$ cat config.mk
export PLATFORM = sky130hd
export DESIGN_NAME = rs_fp
export DESIGN_NICKNAME = d
export VERILOG_FILES = /design/src/rtl/rs_fp.sv
export SDC_FILE = /design/constraint.sdc
export NUM_CORES = 1
export LEC_CHECK = 0
export BUFFER_PORTS_ARGS = -buffer_cell sky130_fd_sc_hd__clkbuf_2
export CAP_MARGIN = 5
export CORE_UTILIZATION = 45
export DETAILED_ROUTE_END_ITERATION = 16
export PLACE_DENSITY = 0.78
export SYNTH_ARGS = -nofsm -noshare
export SYNTH_HDL_FRONTEND = slang
export SYNTH_SLANG_ARGS = --single-unit
$ cat constraint.sdc
create_clock -name clk -period 1.95 [get_ports clk]
set_input_delay 0.2925 -clock clk [delete_from_list [all_inputs] [get_ports clk]]
set_output_delay 0.2925 -clock clk [all_outputs]
set_load 0.01 [all_outputs]
$ cat src/rtl/rs_fp.sv
// rs_fp: two-entry floating-point reservation station.
// Entries are filled from dispatch (entry 0 preferred), woken by the
// writeback broadcast, and emptied by the execution unit's issue pulses
// or by flush. Optional performance counters are enabled with the
// RS_FP_PERF_EN macro.
module rs_fp (
  input  logic         clk,
  input  logic         rst_n,
  input  logic         disp_valid,
  input  logic [4:0]   disp_aluop,
  input  logic [4:0]   disp_rd,
  input  logic         disp_fpregwrite,
  input  logic [3:0]   disp_rob_num,
  input  logic         disp_rs1_rdy,
  input  logic [31:0]  disp_rs1_val,
  input  logic [3:0]   disp_rs1_tag,
  input  logic         disp_rs2_rdy,
  input  logic [31:0]  disp_rs2_val,
  input  logic [3:0]   disp_rs2_tag,
  output logic         disp_ready,
  input  logic         wb_valid,
  input  logic [3:0]   wb_tag,
  input  logic [31:0]  wb_data,
  input  logic         flush,
  output logic [113:0] rs_fp_0,
  output logic [113:0] rs_fp_1,
  output logic [3:0]   rs_fp_0_entry_num,
  output logic [3:0]   rs_fp_1_entry_num,
  output logic         selector,
  input  logic         fp_0_issue,
  input  logic         fp_1_issue
`ifdef RS_FP_PERF_EN
  ,
  output logic [15:0]  perf_issue_cnt,
  output logic [15:0]  perf_full_cnt
`endif
);

  // Field order matches bits [88:0] of the issue-side entry word.
  typedef struct packed {
    logic [3:0]  rob;
    logic [3:0]  rs2_tag;
    logic [4:0]  aluop;
    logic [3:0]  rs1_tag;
    logic        fpregwrite;
    logic [31:0] rs2_val;
    logic        rs2_rdy;
    logic [31:0] rs1_val;
    logic        rs1_rdy;
    logic [4:0]  rd;
  } entry_t;

  entry_t     ent [2];
  logic [1:0] valid;
  logic [1:0] issue;
  logic       disp_fire;
  logic       disp_sel;
  entry_t     disp_ent;

  assign issue      = {fp_1_issue, fp_0_issue};
  assign disp_ready = ~(valid[0] & valid[1]);
  assign disp_fire  = disp_valid & disp_ready;
  assign disp_sel   = valid[0];

  // Build the entry being dispatched, folding in a same-cycle wakeup.
  always_comb begin
    disp_ent            = '0;
    disp_ent.rob        = disp_rob_num;
    disp_ent.rs2_tag    = disp_rs2_tag;
    disp_ent.aluop      = disp_aluop;
    disp_ent.rs1_tag    = disp_rs1_tag;
    disp_ent.fpregwrite = disp_fpregwrite;
    disp_ent.rd         = disp_rd;
    disp_ent.rs1_rdy    = disp_rs1_rdy;
    disp_ent.rs1_val    = disp_rs1_val;
    disp_ent.rs2_rdy    = disp_rs2_rdy;
    disp_ent.rs2_val    = disp_rs2_val;
    if (wb_valid && !disp_rs1_rdy && (disp_rs1_tag == wb_tag)) begin
      disp_ent.rs1_rdy = 1'b1;
      disp_ent.rs1_val = wb_data;
    end
    if (wb_valid && !disp_rs2_rdy && (disp_rs2_tag == wb_tag)) begin
      disp_ent.rs2_rdy = 1'b1;
      disp_ent.rs2_val = wb_data;
    end
  end

  // Entry state: flush beats everything, issue beats wakeup, and only a free entry takes a dispatch.
  always_ff @(posedge clk or negedge rst_n) begin
    if (!rst_n) begin
      valid    <= '0;
      ent[0]   <= '0;
      ent[1]   <= '0;
      selector <= 1'b0;
    end else if (flush) begin
      valid    <= '0;
      ent[0]   <= '0;
      ent[1]   <= '0;
      selector <= 1'b0;
    end else begin
      for (int i = 0; i < 2; i++) begin
        if (valid[i]) begin
          if (issue[i]) begin
            valid[i] <= 1'b0;
            ent[i]   <= '0;
          end else begin
            if (wb_valid && !ent[i].rs1_rdy && (ent[i].rs1_tag == wb_tag)) begin
              ent[i].rs1_rdy <= 1'b1;
              ent[i].rs1_val <= wb_data;
            end
            if (wb_valid && !ent[i].rs2_rdy && (ent[i].rs2_tag == wb_tag)) begin
              ent[i].rs2_rdy <= 1'b1;
              ent[i].rs2_val <= wb_data;
            end
          end
        end else if (disp_fire && (disp_sel == 1'(i))) begin
          valid[i] <= 1'b1;
          ent[i]   <= disp_ent;
        end
      end
      if (disp_fire) begin
        selector <= disp_sel;
      end
    end
  end

  // Issue-side views straight from the registers; invalid entries read as zero.
  always_comb begin
    rs_fp_0           = valid[0] ? {24'b0, 1'b1, ent[0]} : '0;
    rs_fp_1           = valid[1] ? {24'b0, 1'b1, ent[1]} : '0;
    rs_fp_0_entry_num = valid[0] ? ent[0].rob : '0;
    rs_fp_1_entry_num = valid[1] ? ent[1].rob : '0;
  end

`ifdef RS_FP_PERF_EN
  logic [1:0] issue_hit;
  assign issue_hit = issue & valid;

  // Counters survive flush; only reset clears them. Both wrap naturally.
  always_ff @(posedge clk or negedge rst_n) begin
    if (!rst_n) begin
      perf_issue_cnt <= '0;
      perf_full_cnt  <= '0;
    end else begin
      perf_issue_cnt <= perf_issue_cnt + 16'(issue_hit[0]) + 16'(issue_hit[1]);
      perf_full_cnt  <= perf_full_cnt + 16'(disp_valid & ~disp_ready);
    end
  end
`endif

endmodule

==> results of run 1 <==
-- state kept, by name, summed over array words and instances, names as in the netlist --
name,flops
valid,2
selector,1
ent,178
-- kinds of logic after synthesis --
family                 count (synthesis)  synth area share [%]
buffers and inverters                268                  10.0
AO/OA/AOI/OAI                        523                  31.3
flip-flops                           181                  35.3
XOR/XNOR                              20                  1.37
other                                  1                0.0292
AND/OR/NAND/NOR                      491                  21.9
-- per-stage QoR --
step           setup TNS [ns]  utilization, %  worst slack [ns]
3_3_place_gp           -0.624            54.8           -0.0678
6_report               -0.712            60.8           -0.0655
4_1_cts               -0.0699            58.4           -0.0264
5_1_grt                 -4.48            60.8            -0.111
3_5_place_dp            -3.28            54.8            -0.130
2_1_floorplan               0               -            0.0259
-- power by group --
part	internal (W)	total (W)	leakage, nW	switching [W]
sequential	0.00427	0.00467	2.34	0.000403
combinational	0.00167	0.00440	4.56	0.00273
clock	0.00182	0.00363	0.284	0.00180
total	0.00776	0.0127	7.19	0.00494
-- routing by layer --
layer	GRT usage [%]	vias up	routed length, um
li1	-	6204	-
met1	47.5	7235	20900
met2	56.9	1479	25300
met3	10.0	304	8230
met4	21.7	2	3290
met5	1.57	-	55
-- repair_timing --
| action | in CTS | in global routing |
|---|---|---|
| gates cloned | 4 | 8 |
| endpoints found under the hold margin | 41 | 0 |
| endpoints found under the setup margin | 129 | 162 |
| pin swaps | 2 | 9 |
| resized for setup | 44 | 77 |
| setup buffers | 8 | 6 |
| hold buffers | 1 | 0 |
-- cells in the mapped netlist (all sizes together) (5+ instances only) --
cell and n:
a311oi 130, nand2b 6, nor2 7, a21oi 66, nor4 128, inv 7, dfrtp 181, o41ai 128
clkbuf 176, o21a 5, o211ai 128, buf 85, o21ai 48, xnor2 16, and2 178, nand2 96
or2 64
-- worst max-delay path, cell delays in order, from the launching register on --
cell      delay, ns
dfrtp_4        0.55
buf_12         0.16
nor2b_4        0.17
a211oi_4       0.09
buf_4          0.18
buf_4          0.15
o21a_4         0.19
o41ai_2        0.42
-- path summary, 6_finish.rpt --
check                              startpoint  endpoint  slack (ns)  cells after the start
worst max register to register       valid[0]  ent[143]       -0.07                      7
worst max-delay path                 valid[0]  ent[143]       -0.07                      7
worst min register to register        ent[89]   ent[89]        0.48                      2
worst min-delay path            disp_aluop[0]  ent[165]        0.06                      3
max in group asynchronous               rst_n   ent[50]        0.93                      3
min in group asynchronous               rst_n   ent[24]        0.37                      2
-- final cells by class --
cell class	instances	area [um2]	share of cell area, %
Multi-Input combinational cell	1086	8020	47.2
Antenna cell	1	2.50	0.0147
Tap cell	378	473	2.78
Sequential cell	181	4540	26.7
Inverter	7	26.3	0.155
Clock buffer	17	425	2.50
Timing Repair Buffer	447	3350	19.7
Clock inverter	15	159	0.935
==> key figures, run 1 <==
Placement
  • Post-Place Cell Area: 15,300 um2
  • Hpwl dp: 34.2 mm
  • Port Buf Inserts: roughly 320
  • Dpl cells: 2,073
  • GP Congestion: 0.909

Floorplan
  • I/O Pins: 370
  • Die Wd: 171 um
  • Initial Utilization: 45.9%
  • # rows: 61
  • Height of the die: roughly 170 um
  • Core ar.: 27,900 um2
  • Die ar.: 29,200 um2

Critical path
  • Data required time at the worst endpoint: around 2.3 ns
  • Maximum fanout along the worst path: 8
  • Critical path type: register to register
  • Crit. End Element: register
  • Worst setup SP type: register
  • Data arrival, critical path: 2.35 ns

Timing
  • Setup slack after layout: -0.0655 ns
  • Fin. max-slew vios: 0
  • Clock Skews: 0.0125 ns
  • Period utilisation layout: 103%
  • RSZ-0062 raised after global routing: true
  • Worst-margin pin slew: 0.530 ns
  • Fmax: 496 MHz
  • Worst hold slack: about 0.064 ns
  • Final hold violations: 0
  • Worst slew margin: 64.6%
  • Tmin final: slightly above 2 ns
  • Final setup violation count: 50

Run status
  • Status: complete, but fails checks
  • Failing checks: setup timing

Pwr
  • Pwr per Cell Area: about 750 nW/um2
  • Static Leak: 7.19 nW
  • VDD IR max: 671 uV
  • Total power draw: 0.0127 W

Logic synthesis
  • Post-synthesis register bit count: between 150 and 200
  • Post-synth top area share: between 30% and 40%
  • Top post-synthesis cells by area: dfrtp_1 (35%), a311oi_1 (8.9%), o41ai_1 (8.7%)
  • Ys async rst share: 100%
  • Ys Warns: 0
  • Ys flop type: dfrtp_1
  • Mean Syn Cell Area: 8.65 um2
  • Library cells used by synthesis: 40
  • Seq/Total Area, Yosys: 35.3%
  • Number of synthesized flops with an enable pin: 0
  • Yosys top cell by area: dfrtp_1
  • Cells after Synth: 1,484
  • Mapped Area: 12,800 um2

Detailed routing
  • Routed Antenna Nets: 0
  • 1st-iter DRT viols: 2,370
  • Vias per std cell: 7.14
  • First-pass DRT Iterations: 6
  • Wire per inst: 27.1 um
  • Drt total wl: 57.7 mm
  • Via count: about 15,000
  • Drc violations: 0

Clock network
  • H-tree depth: 4
  • Clock root buffer: clkbuf_16
  • # clock sinks: 181
  • Worst-path clk slew: roughly 0.080 ns
  • TritonCTS clock tree: yes
  • Num CTS Buffers: 17
  • Worst-Skew Late Latency: 0.45 ns
  • CTS Buffer Depth: 2

Global routing
  • Grt ovf: 0
  • Largest net degree at the start of global routing: 91
  • Vias in the first global route: 14,600
  • First-pass GRT wire length: 83.4 mm
  • GRT Util Overall: ~37%
  • Initial antenna violation count: 1

Finish
  • Fillers: between 2,000 and 2,500
  • Commonest non-fill, non-tap cell in the layout: clkbuf_2
  • Syn-to-layout area delta: 32.4%
  • Most frequent cells in the layout: clkbuf_2 (317), dfrtp_1 (179), and2_1 (168)
  • Share of cells above drive strength 1: 36.9%
  • Finished Layout Cells: approximately 2,100
  • Post-route cell area: 17,000 um2
  • Final nets: 1,872

Worst hold path
  • Worst hold-check path type: primary input to register

Flow run
  • Max-Cap Viols: 0
(Power assumes the default switching activity.)
==> run 2: changes to the inputs <==
--- a/config.mk
+++ b/config.mk
@@ -7,9 +7,11 @@
 export LEC_CHECK = 0
 export BUFFER_PORTS_ARGS = -buffer_cell sky130_fd_sc_hd__clkbuf_2
 export CAP_MARGIN = 5
-export CORE_UTILIZATION = 45
+export CELL_PAD_IN_SITES_DETAIL_PLACEMENT = 1
+export CELL_PAD_IN_SITES_GLOBAL_PLACEMENT = 2
+export CORE_UTILIZATION = 28
 export DETAILED_ROUTE_END_ITERATION = 16
-export PLACE_DENSITY = 0.78
+export PLACE_DENSITY = 0.82
 export SYNTH_ARGS = -nofsm -noshare
 export SYNTH_HDL_FRONTEND = slang
 export SYNTH_SLANG_ARGS = --single-unit
==> run 2 against run 1 <==
Effect of this change:
- the run still ends with setup timing left
- routed wire length up 20%
- non-clock buffer count down 7
- combinational power up 9.5%
- critical path depth down 1
- via count down 2.4%
- final cell count up 9.9%
- clock power up 10%
- global-route usage down 8.9 points
- die area up 60%
- highest routed layer unchanged
==> key figures, run 2 (synthesis results as in run 1) <==
Placement
  • GP Congestion: around 0.84
  • Hpwl dp: 42.4 mm
  • Port Buf Inserts: 321
  • Post-Place Cell Area: 15,500 um2
  • Dpl cells: 2,277

Global routing
  • Largest net degree at the start of global routing: 52
  • Initial antenna violation count: 2
  • First-pass GRT wire length: around 100 mm
  • GRT Util Overall: 28.4%
  • Vias in the first global route: 15,400
  • Grt ovf: 0

Detailed routing
  • Vias per std cell: 6.34
  • Drt total wl: 69.0 mm
  • 1st-iter DRT viols: 1,535
  • Via count: 14,900
  • Routed Antenna Nets: 0
  • Wire per inst: 29.4 um
  • Drc violations: 0
  • First-pass DRT Iterations: 5

Clock network
  • Worst-path clk slew: 0.08 ns
  • H-tree depth: 4
  • Num CTS Buffers: 17
  • Clock root buffer: clkbuf_16
  • Worst-Skew Late Latency: 0.48 ns
  • CTS Buffer Depth: 2
  • TritonCTS clock tree: yes
  • # clock sinks: roughly 180

Pwr
  • Static Leak: 7.54 nW
  • Combinational group share of total power: 35.7%
  • Share of power burned in registers: roughly a third
  • Internal power: between 0.008 and 0.009 W
  • Total power draw: 0.0135 W
  • Net Sw Frac: 38.2%
  • Pwr per Cell Area: around 750 nW/um2
  • Clk pwr share: about 30%
  • Net Sw Power: 0.00516 W
  • VDD IR max: 478 uV

Finish
  • Finished Layout Cells: 2,343
  • Largest register by flop count: ent
  • Share of cells above drive strength 1: 41.6%
  • Syn-to-layout area delta: 41.0%
  • Multi-input gate area: around 8400 um2
  • Final nets: around 1,900
  • Most frequent cells in the layout: clkbuf_2 (299), dfrtp_1 (179), a311oi_1 (129)
  • Register Area: 4540 um2
  • Diode count: 0
  • Fillers: 5,209
  • Biggest registers after layout: ent: 178 flops, valid: 2 flops, selector: 1 flops
  • Post-route cell area: 18,100 um2
  • Commonest non-fill, non-tap cell in the layout: clkbuf_2
  • Number of flip-flops in the largest register: 178

Timing
  • Worst slew margin: a little over half
  • Post-route setup TNS: -7.10 ns
  • Final setup violation count: 166
  • Setup slack after layout: -0.130 ns
  • Worst-margin pin slew: 0.674 ns
  • Period utilisation layout: 107%
  • Final hold violations: 0
  • RSZ-0062 raised after global routing: true
  • Tmin final: 2.08 ns
  • Clock Skews: around 0.011 ns
  • Fin. max-slew vios: 0
  • Fmax: 481 MHz

Critical path
  • Reg2Reg Setup Slack: -0.13 ns
  • Data required time at the worst endpoint: 2.32 ns
  • Worst flop-to-flop path startpoint: valid[0]
  • Data arrival, critical path: 2.45 ns
  • Worst setup SP type: register
  • R2r endpoint: ent[30]
  • Maximum fanout along the worst path: 16
  • R2r worst-path depth: 6
  • Crit. End Element: register
  • Critical path type: register to register

Run status
  • Failing checks: setup timing
  • Status: complete, but fails checks

Floorplan
  • Core ar.: 45,300 um2
  • Initial Utilization: ~28%
  • Height of the die: between 200 and 250 um
  • I/O Pins: 370
  • Die ar.: between 40,000 and 50,000 um2
  • # rows: 78
  • Die Wd: 216 um

Worst hold path
  • Worst hold path depth: 3
  • Worst Hold Endpoint: ent[176]
  • Worst hold-check path type: primary input to register
  • Hold path startpoint: disp_rob_num[2]

Flow run
  • Max-Cap Viols: 0
## run 2: cell types whose count changed in the layout (fill, tap and decap cells not counted), moves of 4 or more
cell	before	now
bufbuf_16	0	5
clkbuf_2	317	299
buf_4	64	38
o41ai_4	5	12
buf_6	8	25
and2_4	10	61
buf_12	39	51
o41ai_1	72	44
o41ai_2	51	72
nor4_1	122	116
inv_8	5	1
nor4_2	3	9
and2_1	168	117
## run 2: how the worst max path moves through the flow
stage / start / to / slack (ns)
after detailed placement: valid[0] / ent[105] / -0.13
after floorplan: valid[1] / rs_fp_1_entry_num[0] / 0.03
after global routing: valid[0] / ent[35] / -0.19
after CTS: valid[1] / rs_fp_1[8] / -0.07
final: valid[0] / ent[30] / -0.13
after global placement: valid[0] / ent[30] / -0.05
## run 2: final cells by class
cell class | instances | area share [%]
sequential | 181 | 25.1
clock inverter | 13 | 1.07
multi-input combinational | 1083 | 46.6
tap | 600 | 4.15
inverter | 7 | 0.145
timing repair buffer | 440 | 20.5
clock buffer | 19 | 2.45
## run 2: power by group through the flow
stage | sequential (W) | combinational (W) | clock, W
finish | 0.00470 | 0.00482 | 0.00400
CTS | 0.00468 | 0.00432 | 0.00405
global route | 0.00474 | 0.00506 | 0.00419
detailed placement | 0.00473 | 0.00389 | 0
floorplan | 0.00452 | 0.00223 | 0
global placement | 0.00473 | 0.00380 | 0
## run 2: critical path: stages, from the launching register on
cell	delay, ns
dfrtp_4	0.50
buf_16	0.19
a211o_1	0.18
nand4b_1	0.19
o21a_2	0.32
buf_12	0.20
o41ai_4	0.37
## run 2: per-stage QoR
stage,setup slack (ns),hold WS (ns),util [%]
detailed placement,-0.134,0.334,34.3
global placement,-0.0533,0.332,34.3
CTS,-0.0746,0.0236,37.5
global route,-0.193,0.0514,40.0
finish,-0.130,0.0544,40.0
floorplan,0.0259,-0.00309,-
## run 2: repair_timing
action | 4_1_cts | 5_1_grt
pin swaps | 2 | 3
endpoints found under the setup margin | 273 | 277
resized for setup | 115 | 144
hold buffers | 1 | 0
gates cloned | 7 | 8
buffers inserted | 10 | 8
hold endpoints to repair | 43 | 0
## run 2: layer usage
layer / wire length [um] / share of wire (%) / global-route usage [%]
met2: 32400 / 47 / 44.6
met5: 18 / 0.026 / 0
met4: 2500 / 3.6 / 12.7
met3: 5760 / 8.3 / 5.75
met1: 28300 / 41 / 37.6
